## config.mk

```make
export PLATFORM = sky130hd
export DESIGN_NAME = pkt_rd_framer
export DESIGN_NICKNAME = d
export VERILOG_FILES = /design/src/rtl/pkt_rd_framer.sv
export SDC_FILE = /design/constraint.sdc
export NUM_CORES = 1
export LEC_CHECK = 0
export ABC_AREA = 1
export ABC_CLOCK_PERIOD_IN_PS = 2600
export CAP_MARGIN = 20
export CORE_AREA = 2 2 202 204
export DETAILED_ROUTE_END_ITERATION = 8
export DIE_AREA = 0 0 204 206
export DONT_BUFFER_PORTS = 1
export PLACE_DENSITY_LB_ADDON = 0.08
export SYNTH_ARGS = -nofsm -noshare
export SYNTH_HDL_FRONTEND = slang
export SYNTH_SLANG_ARGS = --single-unit
```

## constraint.sdc

```tcl
create_clock -name clk -period 2.6 [get_ports clk]
set_input_delay 0.78 -clock clk [delete_from_list [all_inputs] [get_ports clk]]
set_output_delay 0.78 -clock clk [all_outputs]
set_load 0.05 [all_outputs]
```

## src/rtl/pkt_rd_framer.sv

```systemverilog
`default_nettype none
// ----------------------------------------------------------------------------
// pkt_rd_framer : strips length headers off packet FIFO words, streams payload (rev 1.0)
// ----------------------------------------------------------------------------
module pkt_rd_framer #(
  parameter int WIDTH   = 256,
  parameter int MOD_W   = 5,
  parameter int LEN_W   = 16,
  parameter int MAX_LEN = 9600
) (
  input  logic             clk,
  input  logic             reset_,
  output logic             fifo_rden,
  input  logic [WIDTH-1:0] fifo_dout,
  input  logic             fifo_rdempty,
  output logic             tx_valid,
  input  logic             tx_ready,
  output logic [WIDTH-1:0] tx_data,
  output logic             tx_sop,
  output logic             tx_eop,
  output logic [MOD_W-1:0] tx_mod,
  output logic             len_err
);
  localparam int              WL_W      = LEN_W - MOD_W + 1;
  localparam int              BYTES     = WIDTH / 8;
  localparam logic [LEN_W-1:0] MAX_LEN_V = LEN_W'(MAX_LEN);
  localparam logic [LEN_W:0]   ROUND_UP  = (LEN_W + 1)'(BYTES - 1);

  logic [1:0]       occ;
  logic             inflight;
  logic             hdr_exp;
  logic             first;
  logic [WL_W-1:0]  words_left;
  logic [MOD_W-1:0] mod_q;

  // Second buffer slot; the head slot is the tx_* register set itself.
  logic [WIDTH-1:0] b1_data;
  logic             b1_sop;
  logic             b1_eop;
  logic [MOD_W-1:0] b1_mod;

  logic             pop;
  logic             push;
  logic             hdr_ok;
  logic             hdr_bad;
  logic             is_eop;
  logic [1:0]       credit;
  logic [LEN_W-1:0] hdr_len;
  logic [LEN_W:0]   len_rnd;
  logic [MOD_W-1:0] new_mod;

  always_comb begin
    tx_valid  = (occ != 2'd0);
    pop       = tx_valid && tx_ready;
    // Words already requested count against buffer space, so a read is only
    // issued when its data is guaranteed a slot.
    credit    = occ - {1'b0, pop} + {1'b0, inflight};
    fifo_rden = reset_ && !fifo_rdempty && (credit < 2'd2);
    hdr_len   = fifo_dout[LEN_W-1:0];
    hdr_ok    = inflight && hdr_exp && (hdr_len != '0) && (hdr_len <= MAX_LEN_V);
    hdr_bad   = inflight && hdr_exp && !hdr_ok;
    push      = inflight && !hdr_exp;
    is_eop    = (words_left == WL_W'(1));
    new_mod   = is_eop ? mod_q : '0;
    len_rnd   = {1'b0, hdr_len} + ROUND_UP;
  end

  always_ff @(posedge clk or negedge reset_) begin
    if (!reset_) begin
      inflight   <= 1'b0;
      hdr_exp    <= 1'b1;
      first      <= 1'b0;
      words_left <= '0;
      mod_q      <= '0;
      len_err    <= 1'b0;
    end else begin
      inflight <= fifo_rden;
      len_err  <= hdr_bad;
      if (hdr_ok) begin
        words_left <= WL_W'(len_rnd >> MOD_W);
        mod_q      <= hdr_len[MOD_W-1:0];
        first      <= 1'b1;
        hdr_exp    <= 1'b0;
      end else if (push) begin
        first      <= 1'b0;
        words_left <= words_left - WL_W'(1);
        if (is_eop) begin
          hdr_exp <= 1'b1;
        end
      end
    end
  end

  always_ff @(posedge clk or negedge reset_) begin
    if (!reset_) begin
      occ     <= 2'd0;
      tx_data <= '0;
      tx_sop  <= 1'b0;
      tx_eop  <= 1'b0;
      tx_mod  <= '0;
      b1_data <= '0;
      b1_sop  <= 1'b0;
      b1_eop  <= 1'b0;
      b1_mod  <= '0;
    end else begin
      // Head loads the incoming word when it would otherwise be empty,
      // and shifts up from slot 1 when popped with slot 1 occupied.
      if (push && ((occ == 2'd0) || ((occ == 2'd1) && pop))) begin
        tx_data <= fifo_dout;
        tx_sop  <= first;
        tx_eop  <= is_eop;
        tx_mod  <= new_mod;
      end else if (pop && (occ == 2'd2)) begin
        tx_data <= b1_data;
        tx_sop  <= b1_sop;
        tx_eop  <= b1_eop;
        tx_mod  <= b1_mod;
      end
      if (push && (((occ == 2'd1) && !pop) || ((occ == 2'd2) && pop))) begin
        b1_data <= fifo_dout;
        b1_sop  <= first;
        b1_eop  <= is_eop;
        b1_mod  <= new_mod;
      end
      occ <= occ + {1'b0, push} - {1'b0, pop};
    end
  end
endmodule
`default_nettype wire

```

==> results of run 1 <==
==> repair_timing <==
item	in CTS	in global routing
pin swaps	5	0
endpoints found under the hold margin	548	548
setup endpoints to repair	1	1
setup buffers	3	0
resized for setup	7	0
==> path summary, 6_finish.rpt <==
kind                                 to  cells past startpoint
setup / recovery              fifo_rden                      7
hold / removal             b1_data[175]                      0
setup reg to reg           b1_data[128]                      7
hold reg to reg               b1_mod[1]                      2
max in group asynchronous   b1_data[55]                      0
min in group clk               inflight                      1
==> area by class of cell <==
| cell class | count | area (um2) | area share |
|---|---|---|---|
| flip-flops and latches | 549 | 13700 | 0.543 |
| multi-input cells | 1363 | 6950 | 0.275 |
| inverters | 449 | 1700 | 0.0672 |
| clock buffers | 78 | 1630 | 0.0642 |
| well taps | 532 | 666 | 0.0263 |
| repair buffers | 29 | 380 | 0.0150 |
| clock inverters | 21 | 230 | 0.00910 |
| diodes | 2 | 5.00 | 0.000198 |
==> kinds of logic after synthesis <==
group           share of synthesized area
simple gates                        0.133
buf+inv                             0.103
compound gates                      0.158
flops                               0.598
xor+xnor                          0.00533
fa+ha+maj                         0.00272
mux                              0.000490
==> metal layers <==
metal / global-route usage / up-vias
met5: 0 / -
met4: 0.120 / 2
met3: 0.0859 / 123
met2: 0.442 / 553
met1: 0.336 / 8213
li1: - / 7941
==> report_power, final <==
part	switching, uW	internal [uW]	total, uW
clock	3280	4820	8090
sequential	9780	12200	22000
combinational	4100	2950	7060
==> synthesized netlist by cell type <==
| master | count |
|---|---|
| nand2_1 | 620 |
| dfrtp_1 | 548 |
| inv_1 | 443 |
| o21ai_0 | 185 |
| o221ai_1 | 168 |
| nor2_1 | 129 |
| a21oi_1 | 93 |
| o211ai_1 | 89 |
| buf_2 | 74 |
| clkbuf_1 | 66 |
| nand3_1 | 29 |
| o21ai_1 | 17 |
| xnor2_1 | 7 |
| xor2_1 | 7 |
| ha_1 | 5 |
| nand4_1 | 5 |
| buf_1 | 4 |
| buf_6 | 4 |
| inv_2 | 4 |
| nand2_2 | 2 |
| nand3_2 | 2 |
| a21oi_2 | 1 |
| buf_4 | 1 |
| clkinv_1 | 1 |
| dfstp_2 | 1 |
| inv_4 | 1 |
| mux2_1 | 1 |
| nand2_4 | 1 |
| nor2_8 | 1 |
| nor3_1 | 1 |
==> stage by stage <==
step,setup TNS (ns),total power (uW),cells,worst slack (ns),utilization
after floorplan,0,26600,2510,0.00598,-
after global placement,0,28700,2919,0.0323,0.582
after detailed placement,0,29100,2919,0.0392,0.582
after CTS,-0.154,37400,3021,-0.154,0.629
after global routing,-0.223,39200,3022,-0.223,0.630
final,-0.115,37100,3023,-0.115,0.630
==> state kept, by name, indices dropped and copies added, names as in the netlist <==
register	cells
b1_data	256
tx_data	256
words_left	12
b1_mod	5
mod_q	5
tx_mod	5
occ	2
b1_eop	1
b1_sop	1
first	1
hdr_exp	1
inflight	1
len_err	1
tx_eop	1
tx_sop	1
==> impl_metrics.json, run 1 <==
{
  "fillCellCount": 3371,
  "slew_viol_final": 375,
  "dp_hpwl_um": 38000,
  "drive_above_1_share": 0.0566,
  "endpoint_kind": "primary output",
  "worstPathArrival_ns": 1.93,
  "grt_max_degree": 551,
  "slowest_delay_ns": 0.36,
  "fmax_mhz": 368,
  "clock_path_buffers": 3,
  "drc": 0,
  "status": "complete, but fails checks",
  "overflow": 0,
  "criticalPathCategory": "flip-flop to primary output",
  "ant_nets": 0,
  "clk_latency_ns": 0.59,
  "finalInstanceArea_mm2": 0.0253,
  "r2r-start": "occ[0]",
  "finClkSkew_ns": 0.00856,
  "power_density_mw_per_mm2": 1470,
  "routedLengthMet1_um": 22800,
  "routedWlPerCell_um": 19.3,
  "ff2ff_setup_slack_ns": 0.53,
  "worstPathRequired_ns": 1.82,
  "clkTransAtPathRegs_ns": 0.06,
  "vias": 16832,
  "dr_wl_met3_um": 5160,
  "antenna_found_initial": 2,
  "gp_congestion": 0.861,
  "wl_um": 58300,
  "finalSetupViolCount": 1,
  "clock_sinks": 549,
  "avgSynthCellArea_um2": 9.16,
  "start_util": 0.572,
  "hold_violations": 54,
  "die-area_mm2": 0.0420,
  "cts_root_buffer": "clkbuf_16",
  "cp_cell_sequence": "inv_2 > a21oi_4 > ha_4 > nor2_4 > nor2_2 > nor3_4 > buf_12",
  "nets": 2711,
  "critical_path.top_delay_family": "flip-flops",
  "crit_start": "occ[1]",
  "layout_commonest_cell": "nand2_1",
  "grt.total_usage": 0.272,
  "synthToLayoutAreaGrowth_pct": 10.0,
  "timing.slew.headroom": -0.917,
  "pin_count": 526,
  "synth_area_mm2": 0.0230,
  "synth-seq-area-share": 0.598,
  "cp_slowest_cell": "dfrtp_1",
  "cp-start-kind": "flip-flop",
  "holdWs_ns": -0.107,
  "ir_worst_vdd_v": 0.000844,
  "drt-initial-drc-count": 1376,
  "syn_inst": 2510,
  "die_height_um": 206,
  "coreArea_mm2": 0.0402,
  "hp-class": "primary input to async pin",
  "die_x_um": 204,
  "grt_pass1_vias": 16387,
  "yosys.area.top_type": "dfrtp_1",
  "critPathBufInv": 2,
  "port_buffers": 0,
  "synth_top_area_share": 0.596,
  "path_max_fanout": 2,
  "drt-pass1-iter-count": 5,
  "timing.final.ws_setup_ns": -0.115,
  "rsz0062_at_grt": "yes",
  "ys_warn_count": 0,
  "final_cell_mix": "619 x nand2_1, 548 x dfrtp_1, 441 x inv_1",
  "worst_slew_pin_slew_ns": 2.88,
  "violations": "negative hold slack, max-slew violations, negative setup slack",
  "synth_seq_cells": 549,
  "synth.area.top_cells": "dfrtp_1 60%, nand2_1 10%, inv_1 7.2%",
  "maxUsedRoutingLayer": "met5",
  "synth.net_count": 2775,
  "htreeDepth": 2,
  "placementRows": 74,
  "cts-buffers-inserted": 54,
  "yosysUniqueCellTypes": 30,
  "cts_tree": "yes",
  "p_leak_uw": 0.0126,
  "fin_crit_sh": 1.04,
  "via_per_inst": 5.57,
  "grt_first_pass_wirelength_um": 90500,
  "placed_area_mm2": 0.0234,
  "layout_min_cycle_time_ns": 2.71,
  "wl_met2_um": 28000,
  "drv_cap": 0
}
Power figures use the tool's default switching activity.
==> run 2: changes to the inputs <==
--- a/config.mk
+++ b/config.mk
@@ -12,6 +12,7 @@
 export DETAILED_ROUTE_END_ITERATION = 8
 export DIE_AREA = 0 0 204 206
 export DONT_BUFFER_PORTS = 1
+export GPL_ROUTABILITY_DRIVEN = 0
 export PLACE_DENSITY_LB_ADDON = 0.08
 export SYNTH_ARGS = -nofsm -noshare
 export SYNTH_HDL_FRONTEND = slang
==> results of run 2 <==
The final DEF is identical to that of run 1; final timing and power are the same.
